## config.mk

```make
export PLATFORM = sky130hd
export DESIGN_NAME = fuse_row_loader_flat
export DESIGN_NICKNAME = d
export VERILOG_FILES = /design/src/rtl/fuse_pkg.sv /design/src/rtl/fuse_row_loader_if.sv /design/src/rtl/fuse_row_shifter.sv /design/src/rtl/fuse_row_loader.sv /design/src/flat_wrapper.sv
export SDC_FILE = /design/constraint.sdc
export NUM_CORES = 1
export LEC_CHECK = 0
export CAP_MARGIN = 20
export CORE_MARGIN = 1.5
export CORE_UTILIZATION = 52
export DETAILED_ROUTE_END_ITERATION = 8
export GPL_TIMING_DRIVEN = 0
export PLACE_DENSITY = 0.8
export RECOVER_POWER = 50
export SYNTH_ARGS = -nofsm -noshare
export SYNTH_HDL_FRONTEND = slang
export SYNTH_SLANG_ARGS = --single-unit
```

## constraint.sdc

```tcl
create_clock -name clk -period 2.1 [get_ports clk]
set_clock_uncertainty 0.1 [all_clocks]
set_input_delay 0.42 -clock clk [delete_from_list [all_inputs] [get_ports clk]]
set_output_delay 0.42 -clock clk [all_outputs]
set_load 0.02 [all_outputs]
```

## src/rtl/fuse_pkg.sv

```systemverilog
// Shared types and defaults for the fuse row loader.
// The state enum always carries PARITY/ERR; they are only reachable when FUSE_PARITY_EN is defined.
package fuse_pkg;

    localparam int ROW_W_DEF  = 96;
    localparam int NROWS_DEF  = 160;   // 32 macrocells x 5 product terms
    localparam int ADDR_W_DEF = 8;

    localparam logic [0:ROW_W_DEF-1] ROW_ERASED = '1;

    typedef enum logic [2:0] {
        S_IDLE,
        S_SHIFT,
        S_PARITY,
        S_WRITE,
        S_DONE,
        S_ERR
    } state_t;

endpackage

```

## src/rtl/fuse_row_loader_if.sv

```systemverilog
// Serial fuse bit input and row write bus of the fuse row loader.
// master = loader side, slave = bitstream source / fuse storage side.
interface fuse_row_loader_if
    import fuse_pkg::*;
#(
    parameter int ROW_W  = ROW_W_DEF,
    parameter int ADDR_W = ADDR_W_DEF
);
    logic              bit_valid;
    logic              bit_data;
    logic              bit_ready;
    logic              wr_en;
    logic [ADDR_W-1:0] wr_addr;
    logic [0:ROW_W-1]  wr_data;
    logic              wr_busy;

    modport master (
        input  bit_valid, bit_data, wr_busy,
        output bit_ready, wr_en, wr_addr, wr_data
    );

    modport slave (
        output bit_valid, bit_data, wr_busy,
        input  bit_ready, wr_en, wr_addr, wr_data
    );
endinterface

```

## src/rtl/fuse_row_shifter.sv

```systemverilog
// Packs accepted serial bits into one row, index 0 = first bit, and keeps a running XOR
// so the trailing even-parity bit can be judged the cycle it arrives.
module fuse_row_shifter
    import fuse_pkg::*;
#(
    parameter int ROW_W = ROW_W_DEF
) (
    input  logic             clk,
    input  logic             rst_n,
    input  logic             clr,
    input  logic             take,
    input  logic             bit_data,
    output logic [0:ROW_W-1] row,
    output logic             row_full,
    output logic             parity_ok
);
    localparam int CNT_W = $clog2(ROW_W + 1);

    logic [CNT_W-1:0] cnt;
    logic             par;

    always_ff @(posedge clk or negedge rst_n) begin
        if (!rst_n) begin
            row <= '1;
            cnt <= '0;
            par <= 1'b0;
        end else if (clr) begin
            row <= '1;
            cnt <= '0;
            par <= 1'b0;
        end else if (take) begin
            row[cnt] <= bit_data;
            cnt      <= cnt + 1'b1;
            par      <= par ^ bit_data;
        end
    end

    // High while the last bit of the row is being accepted.
    assign row_full  = take && (cnt == CNT_W'(ROW_W - 1));
    assign parity_ok = ~(par ^ bit_data);

endmodule

```

## src/rtl/fuse_row_loader.sv

```systemverilog
// Fuse row loader: serial bitstream -> ROW_W-bit rows written at sequential addresses.
// Optional FUSE_PARITY_EN adds a trailing even-parity bit per row and an ERR state.
module fuse_row_loader
    import fuse_pkg::*;
#(
    parameter int ROW_W  = ROW_W_DEF,
    parameter int NROWS  = NROWS_DEF,
    parameter int ADDR_W = ADDR_W_DEF
) (
    input  logic              clk,
    input  logic              rst_n,
    input  logic              start,
    fuse_row_loader_if.master bus,
    output logic              busy,
    output logic              done,
    output logic              error
);
    state_t            state_q, state_d;
    logic [ADDR_W-1:0] addr_q, addr_d;
    logic              clr, take, row_full, parity_ok;
    logic [0:ROW_W-1]  row;

    fuse_row_shifter #(.ROW_W(ROW_W)) u_shift (
        .clk       (clk),
        .rst_n     (rst_n),
        .clr       (clr),
        .take      (take),
        .bit_data  (bus.bit_data),
        .row       (row),
        .row_full  (row_full),
        .parity_ok (parity_ok)
    );

    always_ff @(posedge clk or negedge rst_n) begin
        if (!rst_n) begin
            state_q <= S_IDLE;
            addr_q  <= '0;
        end else begin
            state_q <= state_d;
            addr_q  <= addr_d;
        end
    end

    always_comb begin
        state_d = state_q;
        addr_d  = addr_q;
        clr     = 1'b0;
        take    = 1'b0;
        case (state_q)
            S_IDLE, S_DONE: begin
                if (start) begin
                    state_d = S_SHIFT;
                    addr_d  = '0;
                    clr     = 1'b1;
                end
            end
            S_SHIFT: begin
                take = bus.bit_valid;
`ifdef FUSE_PARITY_EN
                if (row_full) state_d = S_PARITY;
`else
                if (row_full) state_d = S_WRITE;
`endif
            end
`ifdef FUSE_PARITY_EN
            S_PARITY: begin
                if (bus.bit_valid) state_d = parity_ok ? S_WRITE : S_ERR;
            end
            S_ERR: begin
                if (start) begin
                    state_d = S_SHIFT;
                    addr_d  = '0;
                    clr     = 1'b1;
                end
            end
`endif
            S_WRITE: begin
                if (!bus.wr_busy) begin
                    // Address never advances past the last row, so it cannot wrap.
                    if (addr_q == ADDR_W'(NROWS - 1)) begin
                        state_d = S_DONE;
                    end else begin
                        addr_d  = addr_q + 1'b1;
                        clr     = 1'b1;
                        state_d = S_SHIFT;
                    end
                end
            end
            default: state_d = S_IDLE;
        endcase
    end

    assign bus.bit_ready = (state_q == S_SHIFT) || (state_q == S_PARITY);
    assign bus.wr_en     = (state_q == S_WRITE);
    assign bus.wr_addr   = addr_q;
    assign bus.wr_data   = row;
    assign busy          = (state_q == S_SHIFT) || (state_q == S_PARITY) || (state_q == S_WRITE);
    assign done          = (state_q == S_DONE);

`ifdef FUSE_PARITY_EN
    assign error = (state_q == S_ERR);
`else
    assign error = 1'b0;
    logic unused_parity_ok;
    assign unused_parity_ok = parity_ok;
`endif

endmodule
```

## src/flat_wrapper.sv

```systemverilog
// flat-port wrapper written by rule: the top's interface ports become plain ports
module fuse_row_loader_flat import fuse_pkg::*;
#(
    parameter int ROW_W  = ROW_W_DEF,
    parameter int NROWS  = NROWS_DEF,
    parameter int ADDR_W = ADDR_W_DEF
)
  (clk, rst_n, start, busy, done, error, bus_bit_valid, bus_bit_data, bus_wr_busy, bus_bit_ready, bus_wr_en, bus_wr_addr, bus_wr_data);
  fuse_row_loader_if #(.ROW_W(ROW_W), .ADDR_W(ADDR_W)) bus_i ();
  input  logic clk;
  input  logic rst_n;
  input  logic start;
  output logic busy;
  output logic done;
  output logic error;
  input wire logic [$bits(bus_i.bit_valid)-1:0] bus_bit_valid;
  input wire logic [$bits(bus_i.bit_data)-1:0] bus_bit_data;
  input wire logic [$bits(bus_i.wr_busy)-1:0] bus_wr_busy;
  output wire logic [$bits(bus_i.bit_ready)-1:0] bus_bit_ready;
  output wire logic [$bits(bus_i.wr_en)-1:0] bus_wr_en;
  output wire logic [$bits(bus_i.wr_addr)-1:0] bus_wr_addr;
  output wire logic [$bits(bus_i.wr_data)-1:0] bus_wr_data;
  assign bus_i.bit_valid = bus_bit_valid;
  assign bus_i.bit_data = bus_bit_data;
  assign bus_i.wr_busy = bus_wr_busy;
  assign bus_bit_ready = bus_i.bit_ready;
  assign bus_wr_en = bus_i.wr_en;
  assign bus_wr_addr = bus_i.wr_addr;
  assign bus_wr_data = bus_i.wr_data;
  fuse_row_loader #(.ROW_W(ROW_W), .NROWS(NROWS), .ADDR_W(ADDR_W)) u_core (.clk(clk), .rst_n(rst_n), .start(start), .bus(bus_i), .busy(busy), .done(done), .error(error));
endmodule
```

==> impl_results.md <==
* Top Layer Used: met4
* Pre-CTS worst setup slack at -0.225 ns
* # diodes at 0
* Worst-path clk slew at 0.05 ns
* CTS buffer count at 17
* Outcome: complete, no violations
* WP data required at 1.58 ns
* Final nets at 715
* Layout cell share with drive strength beyond 1 at 27.8%
* Max VDD drop at 0.785 mV
* Core area at 0.0110 mm²
* Pre-Repair DR Iteration Count at 6
* CP delay by family, top: buffers and inverters
* Crit path from: u_core.u_shift.row[79]
* Seq/Total Area, Yosys at 49.9%
* Width of the die at 110 µm
* Yosys reg bits at 114
* Fmax achieved at 0.478 GHz
* Met2 WL post-DR at 8.29 mm
* Area leader, netlist: dfstp_2
* Maximum buffer depth of the clock tree at 2
* Layout Utilization at 70.8%
* GRT Total Usage at 28.4%
* Hold Startpoint: u_core.u_shift.row[43]
* CP cell instances: clkdlybuf4s50_1
* CP max FO at 2
* WHS at 0.445 ns
* Clock Latency Late Sink at 0.42 ns
* Final WS setup at 0.00610 ns
* CTS tree: done
* Async SR Flop Fraction at 100%
* Total number of vias at 5093
* Clk root buf: clkbuf_16
* H-tree lvl count at 4
* Die Ht at 110 µm
* Critical path type: reg2out
* Fin crit share at 99.7%
* DR vias/cell at 5.92
* Reg2Reg Launch Point: u_core.bus.wr_addr[1]
* Clock Sinks at 114
* Detailed placer's ending HPWL at 10.9 mm
* Initial antenna violation count at 0
* Post-layout min period at 2.09 ns
* Initial DRC Count at 464
* GP Congestion at 0.927
* Top cells by area, synth: dfstp_2 (42%), mux2i_1 (15%), dfrtp_1 (7.6%)
* Number of enable flip-flop cells after synthesis at 0
* Total of max-cap violations at 0
* Setup TNS Final at 0 ns
* Placed Instance Area at 0.00727 mm²
* Synth Instances at 570
* Endpoints failing setup at 0
* Pwr dens at 1040 mW/mm²
* Met3 wire len at 1.14 mm
* Commonest non-fill, non-tap cell in the layout: nand2_1
* Least-Margin Pin Slew at 0.872 ns
* Leakage at 3.20 nW
* PortBufs at 112
* Mapped Avg Cell Area at 10.4 µm²
* Row cnt at 38
* Syn nets at 578
* First-pass GRT wire length at 25.8 mm
* CP bufs+invs at 1
* Cell area after layout at 0.00778 mm²
* # IOs at 115
* Wl on met1 at 7.03 mm
* Final Hold Fails at 0
* Synth unique cells at 45
* Min-Delay Path Class: reg2reg
* CP max stage delay at 0.60 ns
* Worst slew margin relative to its limit at 41.4%
* Yosys top cell area share at 42.4%
* Ys flop type: dfstp_2
* Fin. max-slew vios at 0
* Crit. End Element: output pin
* WL per Instance at 19.4 µm
* Area delta synth->final at 30.7%
* Routed Antenna Nets at 0
* Arr. time, crit path at 1.57 ns
* GR Overflow Total at 0
* Die area at 0.0121 mm²
* Largest net degree at the start of global routing at 62
* Most frequent cells in the layout: nand2_1 (99), dfstp_2 (96), mux2i_1 (87), clkdlybuf4s50_1 (61), nand3_1 (55)
* Starting Density at 54.2%
* Worst path slowest cell: clkdlybuf4s50_1
* Yosys warns at 0
* Final wirelength at 16.7 mm
* CP startpoint kind: flip-flop
* Synth Cell Area at 0.00595 mm²
* DRC Markers at 0
* Vias in the first global route at 4939
Yosys cell counts, types with 3 or more instances:
cell       count
a21oi_1       15
and4bb_2       6
buf_1          3
buf_2         27
buf_6          5
clkbuf_1      19
dfrtp_1       18
dfstp_2       96
mux2i_1       87
nand2_1       99
nand3_1       55
nand3b_1       3
nand4_1        3
nand4bb_1      6
nor2_1        13
nor3_1        29
nor3_2        12
nor3b_1        3
nor4_1        11
o21ai_0       15
or4_1          3
or4b_1         4
xnor2_1        5
xor2_1         3
metrics by stage:
step	total power [mW]	cells
after floorplan	4.17	570
after global placement	5.01	822
after detailed placement	5.06	823
after CTS	8.19	856
after global routing	8.40	860
final	8.11	860
sequential cells by signal (all words and copies together) (netlist names):
signal	count
u_core.u_shift.row	96
u_core.bus.wr_addr	8
u_core.u_shift.cnt	7
u_core.state_q	3
layout make-up:
type	count	area, µm²
inverter	2	7.51
fill	777	3210
sequential	114	2980
multi-input combinational	399	2720
clock inverter	9	151
clock buffer	23	488
tap	140	175
timing repair buffer	118	978
buffer	55	285
cell families (layout without fill, tap and decap cells):
logic type / Yosys count / after routing / synth area share [%]
AO/OA/AOI/OAI: 35 / 35 / 3.57
XOR/XNOR: 8 / 8 / 1.18
adder cells (fa/ha/maj): 2 / 2 / 0.420
buffers and inverters: 57 / 207 / 4.86
flip-flops: 114 / 114 / 49.9
multiplexers: 87 / 87 / 14.6
other: 1 / 1 / 0.0630
AND/OR/NAND/NOR: 266 / 266 / 25.3
what timing repair did:
action                                 CTS  global route
hold buffers                             1             0
endpoints found under the hold margin   10             0
pin swaps                                0             4
setup endpoints to repair               13           141
resized for setup                       12            52
setup buffers                            0             4
final timing paths:
path                                           to  cells past startpoint  slack [ns]
min reg2reg                u_core.u_shift.row[43]                      2        0.45
min in group asynchronous   u_core.bus.wr_addr[7]                      2        0.47
min                        u_core.u_shift.row[43]                      2        0.45
max                               bus_wr_data[16]                      1       0.006
max in group asynchronous  u_core.u_shift.row[79]                      3        0.45
max reg2reg                u_core.u_shift.row[68]                      7        0.10
power by group:
group	leakage (nW)	switching, mW	internal (mW)	total, mW
Sequential	1.25	0.201	2.66	2.87
Combinational	1.64	1.39	0.731	2.12
Clock	0.313	1.02	2.11	3.13
Total	3.20	2.61	5.50	8.11
metal layers:
metal / track usage, % / vias up
met1: 38.0 / 2558
met2: 45.7 / 220
met3: 6.76 / 25
met4: 9.28 / 0
met5: 0 / -
li1: - / 2290
Power figures use the tool's default switching activity.
